$ cat src/rtl/seq_mult_pkg.sv
// seq_mult_pkg: shared constants for the iterative multiplier.
//   ST_*        FSM state encodings (2 bits, IDLE=0 BUSY=1 FIX=2 DONE=3)
//   cnt_width() width of the digit counter for a given WIDTH/STEP pair;
//               one bit wider than strictly needed so it can hold N itself.
package seq_mult_pkg;

    localparam logic [1:0] ST_IDLE = 2'd0;
    localparam logic [1:0] ST_BUSY = 2'd1;
    localparam logic [1:0] ST_FIX  = 2'd2;
    localparam logic [1:0] ST_DONE = 2'd3;

    function automatic int cnt_width(input int width, input int step);
        return $clog2(width / step) + 1;
    endfunction

endpackage

$ cat src/rtl/seq_mult_pp.sv
// seq_mult_pp: combinational partial-product generator.
//   ma_i     WIDTH-bit unsigned multiplicand magnitude
//   digit_i  STEP-bit multiplier digit
//   shift_i  digit weight (bit position of the digit's LSB)
//   pp_o     (ma_i * digit_i) << shift_i, 2*WIDTH bits
module seq_mult_pp #(
    parameter int WIDTH = 8,
    parameter int STEP  = 1,
    parameter int SHW   = 4
) (
    input  logic [WIDTH-1:0]   ma_i,
    input  logic [STEP-1:0]    digit_i,
    input  logic [SHW-1:0]     shift_i,
    output logic [2*WIDTH-1:0] pp_o
);

    logic [2*WIDTH-1:0] ma_ext;
    logic [2*WIDTH-1:0] digit_ext;
    logic [2*WIDTH-1:0] prod;

    assign ma_ext    = {{WIDTH{1'b0}}, ma_i};
    assign digit_ext = {{(2*WIDTH-STEP){1'b0}}, digit_i};
    // ma * d fits in WIDTH+STEP bits, so the 2*WIDTH product never truncates.
    assign prod      = ma_ext * digit_ext;
    assign pp_o      = prod << shift_i;

endmodule

$ cat src/rtl/seq_mult.sv
// seq_mult: iterative signed/unsigned multiplier, STEP multiplier bits per cycle.
//   clk, rst_n          clock, asynchronous active-low reset
//   in_valid/in_ready   operand handshake (a, b, signed_mode)
//   out_valid/out_ready product handshake (p)
//   busy                high while in BUSY or FIX
//   dbg_state_o         current FSM state, for observation only
//
// Handshakes: a transfer happens on a rising edge where valid & ready are both
// high. The producer holds its data stable while valid is high and not yet
// accepted; ready never depends combinationally on valid.
module seq_mult
    import seq_mult_pkg::*;
#(
    parameter int WIDTH = 8,
    parameter int STEP  = 1
) (
    input  logic               clk,
    input  logic               rst_n,
    input  logic               in_valid,
    output logic               in_ready,
    input  logic [WIDTH-1:0]   a,
    input  logic [WIDTH-1:0]   b,
    input  logic               signed_mode,
    output logic               out_valid,
    input  logic               out_ready,
    output logic [2*WIDTH-1:0] p,
    output logic               busy,
    output logic [1:0]         dbg_state_o
);

    localparam int N   = WIDTH / STEP;
    localparam int CW  = cnt_width(WIDTH, STEP);
    localparam int SHW = $clog2(2 * WIDTH);
    localparam int PW  = 2 * WIDTH;

    logic [1:0]       state_q, state_d;
    logic [WIDTH-1:0] ma_q, ma_d;
    logic [WIDTH-1:0] mb_q, mb_d;
    logic             neg_q, neg_d;
    logic [PW-1:0]    acc_q, acc_d;
    logic [CW-1:0]    cnt_q, cnt_d;
    logic [PW-1:0]    p_q, p_d;

    logic [WIDTH-1:0] a_mag, b_mag;
    logic [SHW-1:0]   shift;
    logic [PW-1:0]    pp;

    // Negation is modulo 2^WIDTH, so the most-negative value maps onto its
    // exact unsigned magnitude 2^(WIDTH-1).
    assign a_mag = (signed_mode && a[WIDTH-1]) ? ({WIDTH{1'b0}} - a) : a;
    assign b_mag = (signed_mode && b[WIDTH-1]) ? ({WIDTH{1'b0}} - b) : b;

    // mb_q is shifted down one digit per BUSY cycle, so its low STEP bits are
    // always the digit at position count*STEP of the original multiplier.
    assign shift = SHW'(cnt_q) * SHW'(STEP);

    seq_mult_pp #(
        .WIDTH (WIDTH),
        .STEP  (STEP),
        .SHW   (SHW)
    ) u_pp (
        .ma_i    (ma_q),
        .digit_i (mb_q[STEP-1:0]),
        .shift_i (shift),
        .pp_o    (pp)
    );

    always_comb begin
        state_d = state_q;
        ma_d    = ma_q;
        mb_d    = mb_q;
        neg_d   = neg_q;
        acc_d   = acc_q;
        cnt_d   = cnt_q;
        p_d     = p_q;
        case (state_q)
            ST_IDLE: begin
                if (in_valid) begin
                    ma_d    = a_mag;
                    mb_d    = b_mag;
                    neg_d   = signed_mode & (a[WIDTH-1] ^ b[WIDTH-1]);
                    acc_d   = '0;
                    cnt_d   = '0;
                    state_d = ST_BUSY;
                end
            end
            ST_BUSY: begin
                acc_d = acc_q + pp;
                mb_d  = mb_q >> STEP;
                cnt_d = cnt_q + CW'(1);
                if (cnt_q == CW'(N - 1)) begin
                    state_d = ST_FIX;
                end
            end
            ST_FIX: begin
                p_d     = neg_q ? ({PW{1'b0}} - acc_q) : acc_q;
                state_d = ST_DONE;
            end
            ST_DONE: begin
                if (out_ready) begin
                    state_d = ST_IDLE;
                end
            end
            default: state_d = ST_IDLE;
        endcase
    end

    always_ff @(posedge clk or negedge rst_n) begin
        if (!rst_n) begin
            state_q <= ST_IDLE;
            ma_q    <= '0;
            mb_q    <= '0;
            neg_q   <= 1'b0;
            acc_q   <= '0;
            cnt_q   <= '0;
            p_q     <= '0;
        end else begin
            state_q <= state_d;
            ma_q    <= ma_d;
            mb_q    <= mb_d;
            neg_q   <= neg_d;
            acc_q   <= acc_d;
            cnt_q   <= cnt_d;
            p_q     <= p_d;
        end
    end

    assign in_ready    = (state_q == ST_IDLE);
    assign out_valid   = (state_q == ST_DONE);
    assign busy        = (state_q == ST_BUSY) || (state_q == ST_FIX);
    assign p           = p_q;
    assign dbg_state_o = state_q;

endmodule

$ cat config.mk
export PLATFORM = sky130hd
export DESIGN_NAME = seq_mult
export DESIGN_NICKNAME = d
export VERILOG_FILES = /design/src/rtl/seq_mult_pkg.sv /design/src/rtl/seq_mult_pp.sv /design/src/rtl/seq_mult.sv
export SDC_FILE = /design/constraint.sdc
export NUM_CORES = 1
export LEC_CHECK = 0
export ABC_AREA = 1
export ABC_CLOCK_PERIOD_IN_PS = 3000
export BUFFER_PORTS_ARGS = -buffer_cell sky130_fd_sc_hd__buf_2
export CELL_PAD_IN_SITES_DETAIL_PLACEMENT = 1
export CELL_PAD_IN_SITES_GLOBAL_PLACEMENT = 1
export CORE_MARGIN = 2
export CORE_UTILIZATION = 43
export CTS_CLUSTER_DIAMETER = 100
export DETAILED_ROUTE_END_ITERATION = 6
export PLACE_DENSITY_LB_ADDON = 0.1
export SLEW_MARGIN = 40
export SYNTH_ARGS = -nofsm -noshare
export SYNTH_HDL_FRONTEND = slang
export SYNTH_SLANG_ARGS = --single-unit
export TNS_END_PERCENT = 1
$ cat constraint.sdc
create_clock -name clk -period 3 [get_ports clk]
set_input_delay 0.45 -clock clk [delete_from_list [all_inputs] [get_ports clk]]
set_output_delay 0.45 -clock clk [all_outputs]
set_load 0.03 [all_outputs]
==> impl_metrics.yaml <==
final_layout:
  nFillCells: 1265
  synthToLayoutAreaGrowth_pct: 11.7
  finalNonFillerCells: 770
  drive_above_1_share_pct: 14.0
  final_common_cell: "nand2_1"
  design_area_sq_um: 4630
  n_antenna_cell: 0
  nets: 685
  layout_common_cells: "163 x nand2_1, 62 x inv_1, 56 x nand3_1, 52 x o21ai_0, 52 x dfrtp_1"
setup_path:
  r2r_cells: 16
  r2r_end: "acc_q[9]$_DFFE_PN0P_"
  crit_path_frequent_cell: "nand2_1"
  reg2reg_from: "mb_q[0]$_DFFE_PN0P_"
  arrival_ps: 2980
  cpMaxStageDelayCell: "dfrtp_2"
  worstSetupPathType: "reg2reg"
  crit_path_start_kind: "flop"
  worst-path-stages: 16
  crit_path_end_kind: "flop"
  worstSetupEndpoint: "acc_q[9]$_DFFE_PN0P_"
  cp_slowest_stage_delay_ps: 460
  regToRegSetupSlack_ps: 230
  worstSetupStartpoint: "mb_q[0]$_DFFE_PN0P_"
  crit_path_cell_trace: "buf_12, nand2_1, nand2_1, nand2_1, o21ai_2, nand2_1, nor2_1, ha_1, a21oi_1, nand2_1, nand3_1, nand3_1, nand2_1, nand3_1, nand3_1, o21ai_0"
  cp_max_fo: 12
  worst-path-buf-inv: 1
  cp_top_family: "simple AND/OR/NAND/NOR gates"
  critPathRequiredTime_ps: 3210
timing:
  worst_pin_slew_ps: 639
  fin_crit_ps: 2770
  rsz0062_at_grt: "false"
  setup_tns_ps: 0
  relSlewSlack_pct: 57.3
  finalMaxSlewViolations: 0
  period_share_pct: 92.5
  fmax_ghz: 0.360
  clock_skew_ps: 8.65
  setup_viol: 0
  fin_ws_ps: 226
  hold_viol: 0
placement:
  gp_congestion: 0.897
  post-dp-hpwl_microns: 9820
  dp_cells: 760
  post_dp_cell_area_sq_um: 4460
  numPortBuffers: 41
  dp_slack_ps: -56.1
logic_synthesis:
  synth_compound_area_share_pct: 16.8
  synth_edf_count: 0
  yosys_most_used_dff: "dfrtp_1"
  post-synth-top-area-cell: "dfrtp_1"
  ys_warn_count: 0
  ys_ff_latch: 55
  synthCells: 600
  synth_fa_ha_area_share_pct: 7.43
  yosys-top-cells-area: "dfrtp_1 33%, nand2_1 15%, nand3_1 7.0%"
  synth_top_family_by_area: "simple AND/OR/NAND/NOR gates"
  yosys.area_share.xor_xnor_pct: 3.81
  synthesis.area_sq_um: 4140
  synthArstFlopShare_pct: 100
  avgSynthCellArea_sq_um: 6.90
  synth_mux_area_share_pct: 0
  ys_types: 40
  synthDominantCellAreaShare_pct: 33.2
  syn-num-nets: 645
  synth-simple-area-share_pct: 29.9
  ys_seq_area_share_pct: 33.2
route:
  dr.pass1.iters: 4
  ant_nets: 0
  via_per_inst: 5.30
  top_layer_used: "met4"
  wl_met1_microns: 5110
  num_vias: 4079
  wl_per_cell_microns: 15.7
  initialDrtViolationCount: 120
  dr_wl_met3_microns: 275
  wl_met2_microns: 6350
  routed_wl_microns: 12100
  drc: 0
power_and_ir_drop:
  p_leak_nw: 2.37
  powerDensity_nw_per_um2: 1150
  peakVddDrop_uv: 315
cts:
  clk_pin_slew_worst_paths_ps: 110
  h-tree-depth: 2
  cts-root-buf: "clkbuf_8"
  cts_buffers: 5
  cts_tree: "built"
  cts_sinks: 55
  clk_latency_ps: 320
  clockBufferDepth: 2
  postCtsHoldBufs: 0
hold_path:
  hold_path_class: "in2async"
floorplanning:
  core-area_sq_um: 9280
  start_util_pct: 44.6
  num_rows: 35
  die_w_microns: 102
  dieArea_sq_um: 10400
  die_h_microns: 102
  io_pins: 42
global_routing:
  grt_pass1_vias: 4167
  grt_max_degree: 43
  grt-ovfl-total: 0
  antenna_found_initial: 0
  grt_pass1_wl_microns: 19900
  grt_usage_pct: 24.2
job:
  max_cap_viol_count: 0
outcome:
  outcome: "finished clean"
[what timing repair did]
action,4_1_cts,5_1_grt
setup buffers,0,2
pin swaps,0,0
cloned,0,0
endpoints found under the setup margin,3,5
gates resized for setup,2,14
[where the power goes]
part	total (W)	switching [W]	leakage (nW)	internal, W
clock	0.000458	0.000286	0.0463	0.000173
sequential	0.00134	0.000278	0.699	0.00106
combinational	0.00354	0.00241	1.62	0.00112
[metal layers]
metal | vias up | track usage [%]
li1 | 2055 | -
met1 | 1951 | 28.7
met2 | 53 | 44.9
met3 | 20 | 2.60
met4 | 0 | 8.82
met5 | - | 0
[Yosys cell counts (4+ instances only)]
| library cell | number |
|---|---|
| a21oi_1 | 36 |
| a31oi_1 | 5 |
| buf_2 | 6 |
| clkbuf_1 | 8 |
| dfrtp_1 | 55 |
| ha_1 | 23 |
| inv_1 | 62 |
| inv_2 | 4 |
| nand2_1 | 165 |
| nand3_1 | 58 |
| nor2_1 | 47 |
| nor2_2 | 4 |
| nor3_1 | 5 |
| o21ai_0 | 55 |
| o21ai_1 | 5 |
| o22ai_1 | 9 |
| xor2_1 | 15 |
[area by class of cell]
type / count / area [sq um] / share of cell area (%)
multi-input combinational: 458 / 2430 / 52.5
clock buffer: 5 / 68.8 / 1.49
timing repair buffer: 52 / 300 / 6.49
inverter: 68 / 258 / 5.57
sequential: 55 / 1380 / 29.8
tap: 129 / 161 / 3.49
clock inverter: 3 / 27.5 / 0.595
[stage by stage]
step / hold WS, ps / util (%) / power [W]
6_report: 15.0 / 49.8 / 0.00534
5_1_grt: 45.4 / 49.8 / 0.00586
4_1_cts: 31.8 / 49.2 / 0.00528
3_5_place_dp: 388 / 48.1 / 0.00480
3_3_place_gp: 391 / 48.1 / 0.00466
2_1_floorplan: 154 / - / 0.00386
[flip-flops by register name (all words and copies together), names as in the netlist]
name and cells:
acc_q 16, p 16, ma_q 8, mb_q 8, cnt_q 4, dbg_state_o 2, neg_q 1
[worst register-to-register path: stages, from the launching register on]
cell and delay [ps]:
dfrtp_2 460, buf_12 140, nand2_1 50, nand2_1 60, nand2_1 90, o21ai_2 180
nand2_1 110, nor2_1 220, ha_1 350, a21oi_1 170, nand2_1 130, nand3_1 100
nand3_1 150, nand2_1 120, nand3_1 70, nand3_1 160, o21ai_0 110
[how the worst min path moves through the flow]
| stage | to | slack (ps) |
|---|---|---|
| after floorplan | acc_q[0]$_DFFE_PN0P_ | 150 |
| after global placement | acc_q[13]$_DFFE_PN0P_ | 390 |
| after detailed placement | acc_q[13]$_DFFE_PN0P_ | 390 |
| after CTS | acc_q[13]$_DFFE_PN0P_ | 30 |
| after global routing | acc_q[13]$_DFFE_PN0P_ | 50 |
| final | acc_q[13]$_DFFE_PN0P_ | 10 |
[kinds of logic after synthesis]
group | Yosys count
and+or+nand+nor | 292
AOI/OAI and AO/OA | 124
buffers and inverters | 87
DFF | 55
adders and majority gates | 24
xor gates and xnor gates | 18
Note: power is estimated with default switching activity, not from simulation.
